[src/rtl/cpu_pkg.sv]
// Shared CPU constants and types used by the fetch stage and its FIFO.
package cpu_pkg;

    localparam int          CPU_XLEN     = 32;
    localparam int          CPU_ADDR_W   = 16;
    localparam logic [15:0] CPU_RESET_PC = 16'h0000;
    localparam int          PC_INC       = 4;

    typedef enum logic {
        FETCH_IDLE = 1'b0,
        FETCH_RUN  = 1'b1
    } fetch_state_e;

endpackage

[src/rtl/fetch_stage_if.sv]
// Instruction-memory and decode handshake bundle seen by the fetch stage.
interface fetch_stage_if #(
    parameter int XLEN   = 32,
    parameter int ADDR_W = 16
);
    logic              imem_req;
    logic [ADDR_W-1:0] imem_addr;
    logic [XLEN-1:0]   imem_rdata;
    logic              instr_valid;
    logic [XLEN-1:0]   instr;
    logic [ADDR_W-1:0] instr_pc;
    logic              instr_ready;

    modport master (
        output imem_req, imem_addr, instr_valid, instr, instr_pc,
        input  imem_rdata, instr_ready
    );

    modport slave (
        input  imem_req, imem_addr, instr_valid, instr, instr_pc,
        output imem_rdata, instr_ready
    );
endinterface

[src/rtl/fetch_fifo.sv]
// Two-entry instruction queue holding {data, pc}; flush empties it in one cycle.
module fetch_fifo #(
    parameter int DATA_W = 32,
    parameter int PC_W   = 16
) (
    input  logic              clk,
    input  logic              rst_n,
    input  logic              flush_i,
    input  logic              push_i,
    input  logic [DATA_W-1:0] push_data_i,
    input  logic [PC_W-1:0]   push_pc_i,
    input  logic              pop_i,
    output logic [1:0]        count_o,
    output logic [DATA_W-1:0] head_data_o,
    output logic [PC_W-1:0]   head_pc_o
);
    localparam int DEPTH = 2;

    logic [DATA_W-1:0] data_q [DEPTH];
    logic [PC_W-1:0]   pc_q   [DEPTH];
    logic              wr_ptr_q, wr_ptr_d;
    logic              rd_ptr_q, rd_ptr_d;
    logic [1:0]        count_q, count_d;
    logic              do_push, do_pop;
    logic [DEPTH-1:0]  wr_en;

    assign do_pop  = pop_i && (count_q != 2'd0);
    assign do_push = push_i && ((count_q != 2'd2) || do_pop);

    generate
        for (genvar gi = 0; gi < DEPTH; gi++) begin : g_wr_en
            assign wr_en[gi] = do_push && !flush_i && (wr_ptr_q == 1'(gi));
        end
    endgenerate

    always_comb begin
        count_d  = count_q + {1'b0, do_push} - {1'b0, do_pop};
        wr_ptr_d = wr_ptr_q ^ do_push;
        rd_ptr_d = rd_ptr_q ^ do_pop;
        if (flush_i) begin
            count_d  = 2'd0;
            wr_ptr_d = 1'b0;
            rd_ptr_d = 1'b0;
        end
    end

    always_ff @(posedge clk) begin
        if (!rst_n) begin
            count_q  <= 2'd0;
            wr_ptr_q <= 1'b0;
            rd_ptr_q <= 1'b0;
        end else begin
            count_q  <= count_d;
            wr_ptr_q <= wr_ptr_d;
            rd_ptr_q <= rd_ptr_d;
        end
    end

    // Storage is cleared on reset so the head reads as zero until the first push.
    always_ff @(posedge clk) begin
        if (!rst_n) begin
            for (int i = 0; i < DEPTH; i++) begin
                data_q[i] <= '0;
                pc_q[i]   <= '0;
            end
        end else begin
            for (int i = 0; i < DEPTH; i++) begin
                if (wr_en[i]) begin
                    data_q[i] <= push_data_i;
                    pc_q[i]   <= push_pc_i;
                end
            end
        end
    end

    assign count_o     = count_q;
    assign head_data_o = data_q[rd_ptr_q];
    assign head_pc_o   = pc_q[rd_ptr_q];

endmodule

[src/rtl/fetch_stage.sv]
// Credit-based instruction fetch with 2-entry queue and redirect flush.
// Optional stall counter output enabled by defining FETCH_STALL_CNT_EN.
module fetch_stage
    import cpu_pkg::*;
#(
    parameter int                XLEN     = CPU_XLEN,
    parameter int                ADDR_W   = CPU_ADDR_W,
    parameter logic [ADDR_W-1:0] RESET_PC = ADDR_W'(CPU_RESET_PC)
) (
    input  logic              clk,
    input  logic              rst_n,
    input  logic              prog_start,
    input  logic              redirect_valid,
    input  logic [ADDR_W-1:0] redirect_pc,
`ifdef FETCH_STALL_CNT_EN
    output logic [31:0]       stall_cnt,
`endif
    fetch_stage_if.master     fetch_bus
);
    fetch_state_e      state_q, state_d;
    logic [ADDR_W-1:0] fetch_pc_q, fetch_pc_d;
    logic [ADDR_W-1:0] inflight_pc_q;
    logic              inflight_q;
    logic [1:0]        q_count;
    logic [2:0]        occupancy;
    logic              instr_valid, pop, push, credit, issue;
    logic              unused_redirect_lsb;

    assign unused_redirect_lsb = ^redirect_pc[1:0];

    assign instr_valid = (q_count != 2'd0);
    assign pop         = instr_valid & fetch_bus.instr_ready;
    // Queued + in-flight entries, minus what decode takes this cycle.
    assign occupancy   = 3'(q_count) + 3'(inflight_q) - 3'(pop);
    assign credit      = (occupancy < 3'd2);
    // A response is only meaningful if its request was issued and not cancelled.
    assign push        = inflight_q & ~redirect_valid;

    always_comb begin
        state_d = state_q;
        issue   = 1'b0;
        case (state_q)
            FETCH_IDLE: if (prog_start) state_d = FETCH_RUN;
            FETCH_RUN:  issue = prog_start & credit & ~redirect_valid;
            default:    state_d = FETCH_IDLE;
        endcase
    end

    always_comb begin
        fetch_pc_d = fetch_pc_q;
        if (redirect_valid) begin
            fetch_pc_d = {redirect_pc[ADDR_W-1:2], 2'b00};
        end else if (issue) begin
            fetch_pc_d = fetch_pc_q + ADDR_W'(PC_INC);
        end
    end

    always_ff @(posedge clk) begin
        if (!rst_n) begin
            state_q       <= FETCH_IDLE;
            fetch_pc_q    <= RESET_PC;
            inflight_q    <= 1'b0;
            inflight_pc_q <= '0;
        end else begin
            state_q    <= state_d;
            fetch_pc_q <= fetch_pc_d;
            inflight_q <= issue;
            if (issue) inflight_pc_q <= fetch_pc_q;
        end
    end

    fetch_fifo #(
        .DATA_W (XLEN),
        .PC_W   (ADDR_W)
    ) u_fifo (
        .clk         (clk),
        .rst_n       (rst_n),
        .flush_i     (redirect_valid),
        .push_i      (push),
        .push_data_i (fetch_bus.imem_rdata),
        .push_pc_i   (inflight_pc_q),
        .pop_i       (pop & ~redirect_valid),
        .count_o     (q_count),
        .head_data_o (fetch_bus.instr),
        .head_pc_o   (fetch_bus.instr_pc)
    );

    assign fetch_bus.imem_req    = issue;
    assign fetch_bus.imem_addr   = fetch_pc_q;
    assign fetch_bus.instr_valid = instr_valid;

`ifdef FETCH_STALL_CNT_EN
    logic [31:0] stall_cnt_q;

    always_ff @(posedge clk) begin
        if (!rst_n) begin
            stall_cnt_q <= '0;
        end else if (instr_valid && !fetch_bus.instr_ready && (stall_cnt_q != 32'hFFFF_FFFF)) begin
            stall_cnt_q <= stall_cnt_q + 32'd1;
        end
    end

    assign stall_cnt = stall_cnt_q;
`endif

endmodule

[src/flat_wrapper.sv]
// flat-port wrapper written by rule: the top's interface ports become plain ports
module fetch_stage_flat import cpu_pkg::*;
#(
    parameter int                XLEN     = CPU_XLEN,
    parameter int                ADDR_W   = CPU_ADDR_W,
    parameter logic [ADDR_W-1:0] RESET_PC = ADDR_W'(CPU_RESET_PC)
)
  (clk, rst_n, prog_start, redirect_valid, redirect_pc, fetch_bus_imem_req, fetch_bus_imem_addr, fetch_bus_instr_valid, fetch_bus_instr, fetch_bus_instr_pc, fetch_bus_imem_rdata, fetch_bus_instr_ready);
  fetch_stage_if #(.XLEN(XLEN), .ADDR_W(ADDR_W)) fetch_bus_i ();
  input  logic clk;
  input  logic rst_n;
  input  logic prog_start;
  input  logic redirect_valid;
  input  logic [ADDR_W-1:0] redirect_pc;
  output wire logic [$bits(fetch_bus_i.imem_req)-1:0] fetch_bus_imem_req;
  output wire logic [$bits(fetch_bus_i.imem_addr)-1:0] fetch_bus_imem_addr;
  output wire logic [$bits(fetch_bus_i.instr_valid)-1:0] fetch_bus_instr_valid;
  output wire logic [$bits(fetch_bus_i.instr)-1:0] fetch_bus_instr;
  output wire logic [$bits(fetch_bus_i.instr_pc)-1:0] fetch_bus_instr_pc;
  input wire logic [$bits(fetch_bus_i.imem_rdata)-1:0] fetch_bus_imem_rdata;
  input wire logic [$bits(fetch_bus_i.instr_ready)-1:0] fetch_bus_instr_ready;
  assign fetch_bus_imem_req = fetch_bus_i.imem_req;
  assign fetch_bus_imem_addr = fetch_bus_i.imem_addr;
  assign fetch_bus_instr_valid = fetch_bus_i.instr_valid;
  assign fetch_bus_instr = fetch_bus_i.instr;
  assign fetch_bus_instr_pc = fetch_bus_i.instr_pc;
  assign fetch_bus_i.imem_rdata = fetch_bus_imem_rdata;
  assign fetch_bus_i.instr_ready = fetch_bus_instr_ready;
  fetch_stage #(.XLEN(XLEN), .ADDR_W(ADDR_W), .RESET_PC(RESET_PC)) u_core (.clk(clk), .rst_n(rst_n), .prog_start(prog_start), .redirect_valid(redirect_valid), .redirect_pc(redirect_pc), .fetch_bus(fetch_bus_i));
endmodule
[config.mk]
export PLATFORM = sky130hd
export DESIGN_NAME = fetch_stage_flat
export DESIGN_NICKNAME = d
export VERILOG_FILES = /design/src/rtl/cpu_pkg.sv /design/src/rtl/fetch_stage_if.sv /design/src/rtl/fetch_fifo.sv /design/src/rtl/fetch_stage.sv /design/src/flat_wrapper.sv
export SDC_FILE = /design/constraint.sdc
export NUM_CORES = 1
export LEC_CHECK = 0
export ABC_AREA = 1
export CAP_MARGIN = 30
export CELL_PAD_IN_SITES_DETAIL_PLACEMENT = 0
export CELL_PAD_IN_SITES_GLOBAL_PLACEMENT = 1
export CORE_AREA = 8 8 133 135
export DETAILED_ROUTE_END_ITERATION = 10
export DIE_AREA = 0 0 141 143
export PLACE_DENSITY_LB_ADDON = 0.1
export SLEW_MARGIN = 20
export SYNTH_ARGS = -nofsm -noshare
export SYNTH_HDL_FRONTEND = slang
export SYNTH_HIERARCHICAL = 1
export SYNTH_SLANG_ARGS = --single-unit
[constraint.sdc]
create_clock -name clk -period 5.8 [get_ports clk]
set_input_delay 0.58 -clock clk [delete_from_list [all_inputs] [get_ports clk]]
set_output_delay 0.58 -clock clk [all_outputs]
set_load 0.005 [all_outputs]
* After elaboration in Yosys (flattened, before gate mapping)
Memory sizes are Yosys's and may differ from the RTL's. A register that Yosys moved wholly into a read port is not among the register bits. Index checks and enable logic that the tools add are counted.
Storage, ports and cells: latch bits 0, memories 2, memory bits (writable) 96, output and inout bits 66, memory bits (read-only) 0, word-level logic and storage cells 59, input port bits 53, bits in registers 38
Operators by class: reductions and logical operators 10, mux-type cells 18, add/subtract/negate cells 5, eq/ne operators 1, magnitude comparators 1, bitwise gates (word level) 14, divide/modulo/power cells 0, $mul 0, shift operators 0
Memory list:
- u_core.u_fifo.data_q | depth 2, bits a word 32, rd ports 1, clocked after memory_dff 1, write ports 2, RTL line fetch_fifo.sv:19 | logic [DATA_W-1:0] data_q [DEPTH];
- u_core.u_fifo.pc_q | depth 2, bits a word 16, rd ports 1, clocked after memory_dff 1, write ports 2, RTL line fetch_fifo.sv:20 | logic [PC_W-1:0] pc_q [DEPTH];
Operator list (number):
- $mux 16 | 4
- $mux 32 | 2
- $add 16x3->16 const B | 1
- $mux 1 | 12
- $and 1x1->1 | 5
- $logic_and 1x1->1 | 5
- $or 1x1->1 | 4
- $reduce_bool 2->1 | 2
- $add 2x1->3 | 1
- $lt 3x2->1 const B | 1
- $not 1->1 | 3
- $sub 3x1->3 | 1
- $add 2x1->2 | 1
- $ne 2x2->1 const B | 1
- $reduce_or 2->1 | 1
- $sub 2x1->2 | 1
- $xor 1x1->1 | 2
- $logic_not 1->1 | 1
- $logic_or 1x1->1 | 1

* Longest topological paths before layout
Gate-level depths: netlist of run 1.
depth after elaboration 12, depth in mapped cells 17, mapped depth without buffers 17

* By module
Netlist of run 1, hierarchy kept.
By module, submodules not included:
- fetch_fifo | instances 1, cells an instance 388, seq. area each 2962.8 µm², area an instance 4289.1 µm²
- fetch_stage | instances 1, cells an instance 231, seq. area each 600.6 µm², area an instance 1614.0 µm²

* Worst setup path after synthesis of run 1
No wires, ideal clock.
path type input-to-reg, from in redirect_valid, to mem u_core.u_fifo.data_q[0][0], enable pin, data required time 5280 ps, path buffers 2, path slack 593 ps, stages on the path 7, data arrival time 4687 ps, library setup time 520 ps, cells stage by stage buf_6 clkbuf_1 nor2_1 inv_1 nand3_1 nand3_1 o21ai_0
RTL lines:
- start: declaration | RTL line flat_wrapper.sv:13 | input logic redirect_valid;
- end: declaration | RTL line fetch_fifo.sv:19

* Final worst setup path of run 1
from reg u_core.u_fifo.count_q[1] (netlist: u_core/u_fifo/count_o[1]), to out fetch_bus_imem_req
Between the ends: word-level cells in the longest chain between the ends 7, elaborated cells on any way between the ends 8, those cells by class add/sub (2); order compare (1); mux (1); bitwise (3); reduce/logical (1)
Ends and longest elaborated chain:
- start: declaration | RTL line fetch_fifo.sv:23 | logic [1:0] count_q, count_d;
- start signal: assignment | RTL line fetch_fifo.sv:53 | count_q <= count_d;
- branches (longest 2 deep; another with $add 2x1->3)
- $sub 3x1->3 (*) | RTL line fetch_stage.sv:34 | assign occupancy = 3'(q_count) + 3'(inflight_q) - 3'(pop);
- $lt 3x2->1 (*) | RTL line fetch_stage.sv:35 | assign credit = (occupancy < 3'd2);
- $and 1x1->1 (*) (2 in series) | RTL line fetch_stage.sv:44 | FETCH_RUN: issue = prog_start & credit & ~redirect_valid;
- $mux 1 (*) | RTL line fetch_stage.sv:42 | case (state_q)
- end: declaration | RTL line flat_wrapper.sv:15 | output wire logic [$bits(fetch_bus_i.imem_req)-1:0] fetch_bus_imem_req;
Mark *: on every way between the ends.

==> results.cfg, run 1 <==
[status]
status = finished, final reports clean

[placed_design]
io_buffers = 114
hpwl_mm = 8.71
gp_congestion = 0.741
post-place-ws_ns = 1.86

[grt]
grt_pass1_wl_mm = 21.2
grt.overflow.total = 0
grt_pass1_vias = 4269
grt_max_degree = 50
grt_antenna_before_repair = 0
grtUsageTotal_pct = 13.5

[synthesis]
syn_area_um2 = 5900
ys.warnings.count = 6
ys_seq_elements = 130
avgSynthCellArea_um2 = 9.54
yosysTopAreaCell = edfxtp_1
synthDominantCellAreaShare_pct = 48.8
synth_ff_type = edfxtp_1
synth_area_leaders = edfxtp_1 49%, nand2_1 13%, dfxtp_1 12%
ys_seq_area_share_pct = 60.4
async_reset_ff_share_pct = 0
synth-edff-count = 96
synth_cells = 619
ys_types = 37

[detailed_routing]
top_layer = met4
initialDrtViolationCount = 193
wl_met2_mm = 6.23
routed_wl_mm = 13.0
m1WireLength_mm = 5.86
drt-pass1-iter-count = 5
via_count = 4210
wl_per_cell_um = 13.5
final_antenna_net_count = 0
wl_met3_um = 764
vias_per_cell = 4.37
drc_errors = 0

[critical_path]
worstPathRequired_ns = 5.22
cp_cell_sequence = inv_1, nand2_1, nand2_1, inv_1, ha_1, or2_2, fa_1, nand2_4, nor2_4, nand2_4, inv_6, clkdlybuf4s50_1
critPathCaptureType = primary output
critPathKind = flop to primary output
cp_data_arrival_time_ns = 3.35
startpoint_type = flop
crit_fanout = 33
slowest_delay_ns = 0.55
slowest_stage = clkdlybuf4s50_1

[layout]
fill_cells = 1497
syn_to_final_growth_pct = 32.3
finalNetCount = 793
drive_above_1_share_pct = 9.09
multi_input_area_um2 = 1850
register_area_um2 = 3560
diodes = 0

[die]
die_x_um = 141
placeableCoreArea_um2 = 15600
fp.dieH_um = 143
start_util_pct = 37.8
ioPinCount = 119
num_rows = 46
dieArea_um2 = 20200

[clock_tree]
worstSkewPairLatency_ns = 0.41
cts_inserted_buffers = 17
cts_resized = 0
cts_sinks = 130
clkTransAtPathRegs_ns = 0.05
post_cts_buffers = 0
clockBufferDepth = 2
htreeDepth = 4
cts_root_buf = clkbuf_16
cts_hold_buf = 0
cts_tree = built

[timing]
final.min_clock_period_ns = 3.93
max_freq_mhz = 255
setup_viol = 0
drv_slew = 0
hold_viol = 0
clock_skew_ns = 0.00881
layout_setup_ws_ns = 1.87
final.period_utilization_pct = 67.7
setup_tns_ns = 0
tightest_slew_ns = 0.895
grt_setup_unrepaired = false
max-slew-margin-rel_pct = 40.2

[power_and_ir_drop]
leakage_nw = 3.18
peakVddDrop_uv = 239
power_density_nw_per_um2 = 283

[min_path]
min-delay-path-class = flop to flop

[job]
maxCapViolations = 0
==> cell type report <==
type                       count  area share, %
sequential                   130           45.6
clock inverter                 5          0.641
multi-input combinational    382           23.7
tap                          216           3.46
inverter                      84           4.20
clock buffer                  27           6.58
timing repair buffer         120           15.8
==> worst paths after layout <==
check	cells after the start	start	end	slack, ns
max	12	u_core/u_fifo/count_o[1]	fetch_bus_imem_req	1.87
min	2	u_core/inflight_pc_q[2]	u_core/inflight_pc_q[2]	0.46
max reg2reg	16	u_core/u_fifo/count_o[1]	u_core/fetch_bus.imem_addr[5]	3.00
min reg2reg	2	u_core/inflight_pc_q[2]	u_core/inflight_pc_q[2]	0.46
==> registers in the layout (all words and copies together), names as in the netlist <==
name and cells:
u_core/u_fifo/pc_q 32, u_core/inflight_q 1, u_core/u_fifo/count_o 2, u_core/u_fifo/rd_ptr_q 1, u_core/fetch_bus.imem_addr 14, u_core/u_fifo/data_q 64
u_core/u_fifo/wr_ptr_q 1, u_core/state_q 1, u_core/inflight_pc_q 14
==> metal layers <==
metal  GRT usage (%)  vias up
met4            5.15        0
met2            22.4       98
met5               0        -
li1                -     2181
met1            15.7     1921
met3            4.97       10
==> power by group <==
part           total (mW)  leakage (nW)  switching [mW]  internal [mW]
logic               0.161          1.63          0.0777         0.0838
registers            1.05          1.27          0.0165           1.03
clock network        1.00         0.280           0.356          0.646
==> cells in the mapped netlist (3+ instances only) <==
library cell  instances
nand3_1              21
a21oi_1              14
o21ai_0              18
inv_1                79
dfxtp_1              34
nand2_1             209
nand4_1               3
a211oi_1              3
buf_4                 4
nor2_1               65
edfxtp_1             96
clkbuf_1              9
ha_1                  4
buf_6                 4
nor2_4               23
buf_2                 5
xor2_1                4
==> cells in the final DEF (no fill, tap or decap), types with 2 or more instances in the layout <==
| cell type | n |
|---|---|
| a211oi_1 | 3 |
| a211oi_2 | 2 |
| a21oi_1 | 14 |
| buf_16 | 2 |
| buf_4 | 3 |
| clkbuf_1 | 6 |
| clkbuf_16 | 18 |
| clkbuf_8 | 3 |
| clkdlybuf4s50_1 | 114 |
| clkinv_2 | 4 |
| conb_1 | 4 |
| dfxtp_1 | 33 |
| edfxtp_1 | 96 |
| ha_1 | 4 |
| inv_1 | 79 |
| inv_2 | 2 |
| nand2_1 | 208 |
| nand2_4 | 2 |
| nand3_1 | 21 |
| nand4_1 | 3 |
| nor2_1 | 65 |
| nor2_4 | 23 |
| o21ai_0 | 17 |
| xor2_1 | 4 |
==> kinds of logic after synthesis <==
family / share of synthesized area [%]
adders and majority gates: 1.19
and+or+nand+nor: 24.9
AOI/OAI and AO/OA: 3.92
DFF: 60.4
buffers and inverters: 8.84
xor gates and xnor gates: 0.742
other: 0.0635
==> worst max-delay path: cells and delay by family (launching register included) <==
kind                       cells  cell delay [ns]
buffers and inverters          4             0.94
DFF                            1             0.46
and+or+nand+nor                6             0.77
adders and majority gates      2             0.75
==> stage by stage <==
stage	cell area, um2	cells	utilization (%)	power (mW)	hold slack, ns
6_report	7810	964	50.1	2.21	0.465
5_1_grt	7810	964	50.1	2.31	0.485
4_1_cts	7800	963	50.0	2.24	0.466
3_5_place_dp	7230	931	46.4	1.23	0.458
3_3_place_gp	7180	929	46.0	1.23	0.453
2_1_floorplan	5910	622	-	1.14	0.434
No activity file was read; power rests on OpenSTA's default activity.
==> run 2: changes to the inputs <==
Settings changed: CORE_AREA 8 8 133 135 to 8 8 139 141, DIE_AREA 0 0 141 143 to 0 0 147 149.
Clock period 5.8 ns to 3.5 ns, I/O delays scaled along.
==> results.cfg, run 2 (same netlist as run 1, synthesis figures left out) <==
[status]
status = finished, final reports clean

[timing]
tightest_slew_ns = 0.679
drv_slew = 0
hold_viol = 0
max-slew-margin-rel_pct = 54.5
layout_setup_ws_ns = 0.226
final.period_utilization_pct = 93.5
grt_setup_unrepaired = false
final.min_clock_period_ns = 3.27
setup_tns_ns = 0
clock_skew_ns = 0.00610
max_freq_mhz = 305
setup_viol = 0

[die]
fp.dieH_um = 149
die_x_um = 147
ioPinCount = 119
placeableCoreArea_um2 = 17100
start_util_pct = 34.6
num_rows = 48
dieArea_um2 = 21900

[critical_path]
reg2regPathDepth = 17
cp_data_arrival_time_ns = 2.92
startpoint_type = flop
worstPathRequired_ns = 3.15
critPathKind = flop to primary output
slowest_stage = fa_1
worstReg2RegEnd = u_core/fetch_bus.imem_addr[5]
slowest_delay_ns = 0.53
critPathCaptureType = primary output
cp_cell_sequence = inv_1, nand2_1, nand2_1, inv_1, ha_1, or2_2, fa_1, nand2_4, nor2_4, nand2_4, inv_6, clkdlybuf4s50_1
reg2reg_from = u_core/u_fifo/count_o[1]
crit_fanout = 7
rrSetupSlack_ns = 0.71

[clock_tree]
htreeDepth = 4
cts_inserted_buffers = 17
cts_root_buf = clkbuf_16
cts_tree = built
clockBufferDepth = 2
cts_hold_buf = 0
clkTransAtPathRegs_ns = 0.05
worstSkewPairLatency_ns = 0.40
post_cts_buffers = 0
cts_sinks = 130

[layout]
design_area_um2 = 7850
instances_no_fill = 975
utilization_pct = 46.0
drive_above_1_share_pct = 9.07
final_cell_mix = 208 x nand2_1, 114 x clkdlybuf4s50_1, 96 x edfxtp_1
reg_top3 = u_core/u_fifo/data_q x64, u_core/u_fifo/pc_q x32
finalNetCount = 797
max_flop_register = u_core/u_fifo/data_q
syn_to_final_growth_pct = 32.9
mostFrequentLayoutCell = nand2_1
diodes = 0
largest_reg_flops = 64

[detailed_routing]
initialDrtViolationCount = 173
drc_errors = 0
drt-pass1-iter-count = 4
top_layer = met4
wl_per_cell_um = 13.8
routed_wl_mm = 13.5
via_count = 4226
m1WireLength_mm = 6.13
final_antenna_net_count = 0
wl_met2_mm = 6.38
vias_per_cell = 4.33
wl_met3_um = 722

[power_and_ir_drop]
peakVddDrop_uv = 311
leakage_nw = 3.19
power_density_nw_per_um2 = 470

[min_path]
min-delay-path-class = flop to flop
whs_path_depth = 2
min_from = u_core/state_q
whs_endpoint = u_core/state_q

[grt]
grt_max_degree = 50
grt_pass1_vias = 4342
grt_antenna_before_repair = 0
grt.overflow.total = 0
grtUsageTotal_pct = 12.7
grt_pass1_wl_mm = 21.8

[placed_design]
post-place-ws_ns = 0.333
hpwl_mm = 8.78
gp_congestion = 0.780
dp.cells = 944
postPlaceCellArea_um2 = 7270
io_buffers = 114

[job]
maxCapViolations = 0
[run 2: cell count changes in the layout (fill, tap and decap cells not counted), moves of 2 or more]
| cell | previous run | this run |
|---|---|---|
| clkbuf_1 | 6 | 3 |
| clkinv_2 | 4 | 1 |
| buf_4 | 3 | 6 |
| buf_12 | 0 | 4 |
| buf_16 | 2 | 0 |
| bufinv_16 | 1 | 3 |
| clkbuf_8 | 3 | 0 |
| clkinv_1 | 1 | 7 |
[run 2: worst max path at each step]
stage                                         from                         end  slack, ns
after floorplan                     redirect_valid  u_core/u_fifo/data_q[0][0]       0.73
after global placement       fetch_bus_instr_ready          fetch_bus_imem_req       0.34
after detailed placement     fetch_bus_instr_ready          fetch_bus_imem_req       0.33
after CTS                 u_core/u_fifo/count_o[1]          fetch_bus_imem_req       0.06
after global routing      u_core/u_fifo/count_o[1]          fetch_bus_imem_req       0.03
final                     u_core/u_fifo/count_o[1]          fetch_bus_imem_req       0.23
[run 2: per-stage QoR]
step,hold slack [ns],total power [mW]
after global routing,0.482,3.84
after floorplan,0.434,1.88
after detailed placement,0.456,2.05
after CTS,0.468,3.75
after global placement,0.453,2.04
final,0.463,3.69
[run 2: repair_timing]
action / 4_1_cts / 5_1_grt
resized for setup: 0 / 1
hold endpoints to repair: 0 / 0
setup endpoints to repair: 0 / 1
[run 2: power breakdown]
part | internal [mW] | switching, mW | total [mW]
clock | 1.09 | 0.584 | 1.68
sequential | 1.71 | 0.0277 | 1.74
combinational | 0.143 | 0.130 | 0.273
total | 2.95 | 0.742 | 3.69
[run 2: critical path, delay by kind of cell (launching register included)]
family                   cells  cell delay (ns)
adder cells (fa/ha/maj)      2             0.74
AND/OR/NAND/NOR              6             0.71
buffers and inverters        4             0.68
flip-flops                   1             0.39
[run 2: area by class of cell]
class	instances	area [um2]
clock inverters	10	118
well taps	225	282
inverters	84	328
multi-input cells	382	1850
clock buffers	20	437
repair buffers	124	1270
fillers	1669	9210
flip-flops and latches	130	3570
[run 2: metal layers]
layer | vias up | global-route usage, %
met4 | 0 | 5.10
met3 | 19 | 3.85
li1 | 2187 | -
met5 | - | 0
met2 | 98 | 21.3
met1 | 1922 | 14.9
==> run 3: changes to the inputs <==
Settings changed: ABC_CLOCK_PERIOD_IN_PS set to 3500.
==> results of run 3 <==
No change in the layout: final DEF, timing and power equal those of run 2.
